File: config.mk
export PLATFORM = sky130hd
export DESIGN_NAME = load_store_unit
export DESIGN_NICKNAME = d
export VERILOG_FILES = /design/src/rtl/lsu_pkg.sv /design/src/rtl/lsu_extend.sv /design/src/rtl/load_store_unit.sv
export SDC_FILE = /design/constraint.sdc
export NUM_CORES = 1
export LEC_CHECK = 0
export CAP_MARGIN = 20
export CORE_MARGIN = 3
export CORE_UTILIZATION = 45
export CTS_BUF_LIST = sky130_fd_sc_hd__clkbuf_8
export CTS_CLUSTER_DIAMETER = 150
export DETAILED_ROUTE_END_ITERATION = 12
export PLACE_DENSITY = 0.79
export SLEW_MARGIN = 20
export SYNTH_ARGS = -nofsm -noshare
export SYNTH_HDL_FRONTEND = slang
export SYNTH_SLANG_ARGS = --single-unit
File: constraint.sdc
create_clock -name clk -period 3.4 [get_ports clk]
set_input_delay 0.34 -clock clk [delete_from_list [all_inputs] [get_ports clk]]
set_output_delay 0.34 -clock clk [all_outputs]
set_load 0.005 [all_outputs]
File: src/rtl/lsu_pkg.sv
// Shared types for the load/store unit: op encodings, memory write modes,
// controller states and the address legality helpers used at CHECK.
package lsu_pkg;

    typedef enum logic [2:0] {
        OP_LB  = 3'b000,
        OP_LH  = 3'b001,
        OP_LW  = 3'b010,
        OP_SB  = 3'b011,
        OP_LBU = 3'b100,
        OP_LHU = 3'b101,
        OP_SH  = 3'b110,
        OP_SW  = 3'b111
    } lsu_op_e;

    typedef enum logic [1:0] {
        WM_NONE = 2'd0,
        WM_BYTE = 2'd1,
        WM_HALF = 2'd2,
        WM_WORD = 2'd3
    } write_mode_e;

    typedef enum logic [2:0] {
        ST_IDLE,
        ST_CHECK,
        ST_LOAD_WAIT,
        ST_STORE_WAIT,
        ST_RELEASE,
        ST_RESP
    } lsu_state_e;

    // Addressable memory is 256 KiB; any bit at or above this one is out of range.
    localparam int ADDR_LIMIT_BIT = 18;

    function automatic logic is_store(lsu_op_e op);
        return op inside {OP_SB, OP_SH, OP_SW};
    endfunction

    // Access width doubles as the write mode a store of that width drives.
    function automatic write_mode_e access_size(lsu_op_e op);
        case (op)
            OP_LB, OP_LBU, OP_SB: return WM_BYTE;
            OP_LH, OP_LHU, OP_SH: return WM_HALF;
            default:              return WM_WORD;
        endcase
    endfunction

    function automatic logic access_fault(lsu_op_e op, logic [31:0] addr);
        logic misaligned;
        misaligned = ((access_size(op) == WM_HALF) && addr[0]) ||
                     ((access_size(op) == WM_WORD) && (addr[1:0] != 2'b00));
        return misaligned || (addr[31:ADDR_LIMIT_BIT] != '0);
    endfunction

endpackage

File: src/rtl/lsu_extend.sv
// Load data path: picks the memory read port matching the access width and
// sign- or zero-extends it to 32 bits.
module lsu_extend
    import lsu_pkg::*;
(
    input  lsu_op_e     op,
    input  logic [7:0]  byte_data,
    input  logic [15:0] half_data,
    input  logic [31:0] word_data,
    output logic [31:0] load_data
);

    always_comb begin
        // NOTE: default assignment first so no path through the case leaves load_data unassigned (no latch).
        load_data = word_data;
        case (op)
            OP_LB:   load_data = {{24{byte_data[7]}}, byte_data};
            OP_LBU:  load_data = {24'h0, byte_data};
            OP_LH:   load_data = {{16{half_data[15]}}, half_data};
            OP_LHU:  load_data = {16'h0, half_data};
            default: load_data = word_data;
        endcase
    end

endmodule

File: src/rtl/load_store_unit.sv
// Single-outstanding load/store controller: checks alignment and range,
// waits a fixed read latency for loads and a done handshake for stores.
module load_store_unit
    import lsu_pkg::*;
#(
    parameter int READ_LATENCY = 2,
    parameter int TIMEOUT      = 16
) (
    input  logic        clk,
    input  logic        rst_n,

    input  logic        req_valid,
    output logic        req_ready,
    input  logic [2:0]  req_op,
    input  logic [31:0] req_addr,
    input  logic [31:0] req_wdata,

    output logic        resp_valid,
    output logic [31:0] resp_data,
    output logic        resp_error,

    output logic [31:0] mem_address,
    output logic [1:0]  mem_write_mode,
    output logic [7:0]  mem_write_byte,
    output logic [15:0] mem_write_half_word,
    output logic [31:0] mem_write_word,
    input  logic        mem_done,
    input  logic        mem_error,
    input  logic [7:0]  mem_byte_output,
    input  logic [15:0] mem_half_word_output,
    input  logic [31:0] mem_word_output
);

    localparam int CNT_MAX = (TIMEOUT > READ_LATENCY) ? TIMEOUT : READ_LATENCY;
    localparam int CNT_W   = $clog2(CNT_MAX + 1);
    localparam logic [CNT_W-1:0] RL_LAST = CNT_W'(READ_LATENCY);
    localparam logic [CNT_W-1:0] TO_LAST = CNT_W'(TIMEOUT - 1);

    lsu_state_e       state;
    lsu_op_e          op_q;
    logic [31:0]      wdata_q;
    logic             err_q;
    logic [CNT_W-1:0] cnt;
    logic [31:0]      load_data;

    lsu_extend u_extend (
        .op        (op_q),
        .byte_data (mem_byte_output),
        .half_data (mem_half_word_output),
        .word_data (mem_word_output),
        .load_data (load_data)
    );

    // A memory still finishing an earlier (possibly reset-interrupted) write holds off new requests.
    assign req_ready = (state == ST_IDLE) && !mem_done;

    always_ff @(posedge clk or negedge rst_n) begin
        if (!rst_n) begin
            state               <= ST_IDLE;
            op_q                <= OP_LB;
            wdata_q             <= '0;
            err_q               <= 1'b0;
            cnt                 <= '0;
            resp_valid          <= 1'b0;
            resp_data           <= '0;
            resp_error          <= 1'b0;
            mem_address         <= '0;
            mem_write_mode      <= WM_NONE;
            mem_write_byte      <= '0;
            mem_write_half_word <= '0;
            mem_write_word      <= '0;
        end else begin
            // NOTE: non-blocking assignments throughout, so every register sees pre-edge values.
            resp_valid <= 1'b0;
            unique case (state)
                ST_IDLE: begin
                    if (req_valid && req_ready) begin
                        op_q        <= lsu_op_e'(req_op);
                        mem_address <= req_addr;
                        wdata_q     <= req_wdata;
                        err_q       <= 1'b0;
                        state       <= ST_CHECK;
                    end
                end

                ST_CHECK: begin
                    cnt <= '0;
                    if (access_fault(op_q, mem_address)) begin
                        resp_valid <= 1'b1;
                        resp_error <= 1'b1;
                        resp_data  <= '0;
                        state      <= ST_RESP;
                    end else if (is_store(op_q)) begin
                        mem_write_mode      <= access_size(op_q);
                        mem_write_byte      <= (access_size(op_q) == WM_BYTE) ? wdata_q[7:0]  : '0;
                        mem_write_half_word <= (access_size(op_q) == WM_HALF) ? wdata_q[15:0] : '0;
                        mem_write_word      <= (access_size(op_q) == WM_WORD) ? wdata_q       : '0;
                        state               <= ST_STORE_WAIT;
                    end else begin
                        state <= ST_LOAD_WAIT;
                    end
                end

                // Read data is sampled once the address has been stable for READ_LATENCY cycles past its launch.
                ST_LOAD_WAIT: begin
                    if (mem_error) err_q <= 1'b1;
                    if (cnt == RL_LAST) begin
                        resp_valid <= 1'b1;
                        resp_error <= err_q || mem_error;
                        resp_data  <= (err_q || mem_error) ? '0 : load_data;
                        state      <= ST_RESP;
                    end else begin
                        cnt <= cnt + CNT_W'(1);
                    end
                end

                ST_STORE_WAIT: begin
                    if (mem_error) err_q <= 1'b1;
                    if (mem_done) begin
                        mem_write_mode <= WM_NONE;
                        cnt            <= '0;
                        state          <= ST_RELEASE;
                    end else if (cnt == TO_LAST) begin
                        mem_write_mode <= WM_NONE;
                        resp_valid     <= 1'b1;
                        resp_error     <= 1'b1;
                        resp_data      <= '0;
                        state          <= ST_RESP;
                    end else begin
                        cnt <= cnt + CNT_W'(1);
                    end
                end

                ST_RELEASE: begin
                    if (!mem_done) begin
                        resp_valid <= 1'b1;
                        resp_error <= err_q;
                        resp_data  <= '0;
                        state      <= ST_RESP;
                    end else if (cnt == TO_LAST) begin
                        resp_valid <= 1'b1;
                        resp_error <= 1'b1;
                        resp_data  <= '0;
                        state      <= ST_RESP;
                    end else begin
                        cnt <= cnt + CNT_W'(1);
                    end
                end

                ST_RESP: state <= ST_IDLE;

                default: state <= ST_IDLE;
            endcase
        end
    end

endmodule

==> summary.txt <==
STA
  • Final-report max-slew violation count: 0
  • Period utilization: 79.9%
  • Highest achievable clock rate: 368 MHz
  • Setup clock skew after layout: 11.8 ps
  • Final hold violations: 0
  • Tmin final: 2720 ps
  • Relative max-transition margin: 47.4%
  • Final number of setup-violating endpoints: 0
  • Transition at the pin with the smallest max-transition slack: 789 ps
  • Final total negative setup slack: 0 ps
  • Setup repair after global routing missed its margin: no
  • Worst hold-check slack: 409 ps

CTS
  • Depth of the CTS H-tree: 4
  • Clock buffer depth: 2
  • Postcts setup bufs: 0
  • Clock tree from TritonCTS: built
  • Total clock buffers created by CTS: 17
  • Clock latency reported for the late side of the worst-skew pair: 450 ps
  • CTS root buf: sky130_fd_sc_hd__clkbuf_8
  • CTS clock-pin slew for the worst setup and hold paths: 90 ps
  • CTS sink count: 168

Placed design
  • Port Buf Inserts: 252
  • Placed Cells: 1237
  • Global placement routability congestion: 0.872
  • Detailed placer's ending HPWL: 14200 um
  • Post-detailed-placement cell area: 10000 um2

Final layout
  • Net count of the finished layout: 1177
  • N_diodes: 0
  • Number of fill cells in the layout: 1314
  • Sequential standard cell area: 4200 um2
  • Ratio of cells with drive above 1 in the final layout: 5.79%
  • Area taken by multi-input logic gates: 2860 um2
  • Final cell area excluding filler cells: 10500 um2
  • Non-filler instance count after layout: 1269
  • Area added between synthesis and finish: 42.4%
  • Utilization after layout: 65.9%

Synthesis
  • Mean post-synth cell area: 9.14 um2
  • Top flip-flop cell by instance count after synthesis: sky130_fd_sc_hd__dfrtp_1
  • Unique masters post-synth: 48
  • Number of enable flip-flop cells after synthesis: 0
  • Net count of the mapped netlist: 943
  • Number of warnings issued by yosys: 0
  • Share of synthesized area occupied by flip-flops and latches: 57.0%
  • Post-Syn Instances: 807
  • Post-synth ARST share: 100%
  • Flip-flop and latch count after synthesis: 168
  • Cell area after technology mapping: 7370 um2

Floorplanning
  • Width of the die: 134 um
  • Row count: 46
  • Number of ports placed on the die boundary: 253
  • Placeable core region: 15900 um2
  • Starting density of the core: 46.3%
  • Die area: 18000 um2
  • Die height: 134 um

Global routing
  • First-pass GRT wire length: 32400 um
  • Number of global-route vias before repair: 6315
  • Combined global-route utilization of all metal layers: 22.5%
  • Grt ovf: 0
  • Antenna violations before repair: 0
  • Largest net degree at the start of global routing: 117

Route
  • Total wire length: 20000 um
  • DR iter-0 viols: 332
  • DR DRC count: 0
  • Routed WL per cell: 15.7 um
  • Initial DRT Pass Iterations: 5
  • Via density per instance: 5.07
  • DR vias: 6440
  • Post-route ant nets: 0

Flow run
  • Maxcap violations: 0

Critical path
  • Arrival time at the worst endpoint: 3110 ps
  • Data required time of the worst path: 3790 ps
  • Minimum setup slack among reg-to-reg paths: 680 ps
  • Crit path launch type: flip-flop
  • Launch instance of the worst register-to-register path: op_q[0]
  • Type of the worst setup path: flip-flop to flip-flop
  • Maximum fanout along the worst path: 29
  • Depth of the most critical reg-to-reg path: 9
  • Worst flop-to-flop path endpoint: resp_data[12]
  • Element type at the critical path end: flip-flop

Worst hold path
  • HP Class: primary input to flip-flop
  • Hold Path Cell Cnt: 3
  • Hold worst-path end: mem_address[31]
  • Hold wc startpoint: req_addr[31]

Power and ir drop
  • Areal power density over the cells: 662 nW/um2
  • Static power due to leakage: 4.68 nW
  • Worst voltage drop across the vdd grid: 0.461 mV

Status
  • Result of the run: complete, no violations
[synth_stat cells (2+ instances only)]
cell type,count,share of area (%)
sky130_fd_sc_hd__a211oi_2,2,0.34
sky130_fd_sc_hd__mux2i_1,7,0.95
sky130_fd_sc_hd__ha_1,8,1.4
sky130_fd_sc_hd__a21oi_1,35,2.4
sky130_fd_sc_hd__buf_4,3,0.31
sky130_fd_sc_hd__dfrtp_1,168,57
sky130_fd_sc_hd__o21ai_2,2,0.24
sky130_fd_sc_hd__nor3_1,2,0.14
sky130_fd_sc_hd__o21a_1,3,0.31
sky130_fd_sc_hd__o21ai_0,52,3.5
sky130_fd_sc_hd__a22o_1,15,1.8
sky130_fd_sc_hd__or3_1,2,0.17
sky130_fd_sc_hd__buf_1,2,0.10
sky130_fd_sc_hd__inv_1,11,0.56
sky130_fd_sc_hd__nor4_1,4,0.34
sky130_fd_sc_hd__buf_2,21,1.4
sky130_fd_sc_hd__o2bb2ai_1,17,2.0
sky130_fd_sc_hd__nand3_1,5,0.34
sky130_fd_sc_hd__a21o_1,2,0.20
sky130_fd_sc_hd__buf_6,5,0.76
sky130_fd_sc_hd__nor2b_1,3,0.25
sky130_fd_sc_hd__nand2_1,337,17
sky130_fd_sc_hd__a32oi_1,3,0.36
sky130_fd_sc_hd__a31oi_1,2,0.17
sky130_fd_sc_hd__clkbuf_1,21,1.1
sky130_fd_sc_hd__o21ai_1,39,2.6
sky130_fd_sc_hd__nor2_1,11,0.56
sky130_fd_sc_hd__nand2b_1,5,0.42
[what timing repair did]
item,in CTS,in global routing
setup endpoints to repair,0,0
resized for setup,0,0
endpoints found under the hold margin,86,0
hold buffers,1,0
[final cells by class]
type	count	area share (%)
sequential	168	40.0
multi-input combinational	575	27.2
timing repair buffer	268	25.4
tap	216	2.57
clock buffer	17	2.23
clock inverter	14	2.11
inverter	11	0.393
[power by group]
group	leakage (nW)	internal [mW]	total [mW]	switching, mW
clock network	0.230	0.881	1.63	0.751
logic	2.22	1.10	2.50	1.40
registers	2.22	2.44	2.81	0.375
[layer usage]
metal  up-vias  share of wire [%]  global-route usage (%)
met5         -                  0                       0
met4         0                1.5                    6.56
met3        21                6.3                    5.10
met2       209                 49                    37.1
met1      3075                 43                    30.0
li1       3135                  -                       -
[state kept, by name (all words and copies together), names as in the netlist, 2 cells and up]
register	flops
mem_address	32
mem_write_word	32
resp_data	32
wdata_q	32
mem_write_half_word	16
mem_write_byte	8
cnt	5
op_q	3
state	3
mem_write_mode	2
[placed cells by master (no fill, tap or decap), drive strengths merged, types with 2 or more instances in the layout]
master	Yosys	final
nand2	337	337
clkdlybuf4s50	0	251
dfrtp	168	168
o21ai	93	93
a21oi	35	35
o2bb2ai	17	17
clkbuf	22	17
buf	31	16
inv	11	16
a22o	15	15
nor2	11	11
ha	8	8
mux2i	7	7
nand3	5	5
nand2b	5	5
bufinv	0	5
nor4	4	4
nor3	4	4
o21a	3	3
a32oi	3	3
nor2b	3	3
clkinv	0	3
a211oi	2	2
or3	2	2
a31oi	2	2
a21o	2	2
[metrics by stage]
step | total power, mW | setup WS [ps]
2_1_floorplan | 4.26 | 503
3_3_place_gp | 5.30 | 785
3_5_place_dp | 5.37 | 686
4_1_cts | 7.02 | 666
5_1_grt | 7.46 | 448
6_report | 6.95 | 683
[worst max-delay path, stage by stage, from the launching register on]
cell and delay, ps:
sky130_fd_sc_hd__dfrtp_1 490, sky130_fd_sc_hd__inv_1 100, sky130_fd_sc_hd__o21ai_0 300, sky130_fd_sc_hd__ha_1 360
sky130_fd_sc_hd__o21a_1 240, sky130_fd_sc_hd__a21oi_1 160, sky130_fd_sc_hd__a211oi_2 130, sky130_fd_sc_hd__nor3_4 310
sky130_fd_sc_hd__buf_4 370, sky130_fd_sc_hd__a22o_1 210
[logic make-up after synthesis]
family	count (synthesis)	share of synthesized area, %
and+or+nand+nor	381	21.1
AOI/OAI and AO/OA	179	15.3
muxes	7	0.950
buffers and inverters	64	4.29
DFF	168	57.0
adders and majority gates	8	1.36
[worst max path at each step]
stage | startpoint | depth (start not counted) | to
floorplan | op_q[1] | 13 | mem_write_word[15]
global placement | op_q[0] | 9 | resp_data[4]
detailed placement | op_q[0] | 9 | resp_data[12]
CTS | op_q[0] | 9 | resp_data[12]
global route | op_q[0] | 9 | resp_data[14]
finish | op_q[0] | 9 | resp_data[12]
No activity file was read; power rests on OpenSTA's default activity.
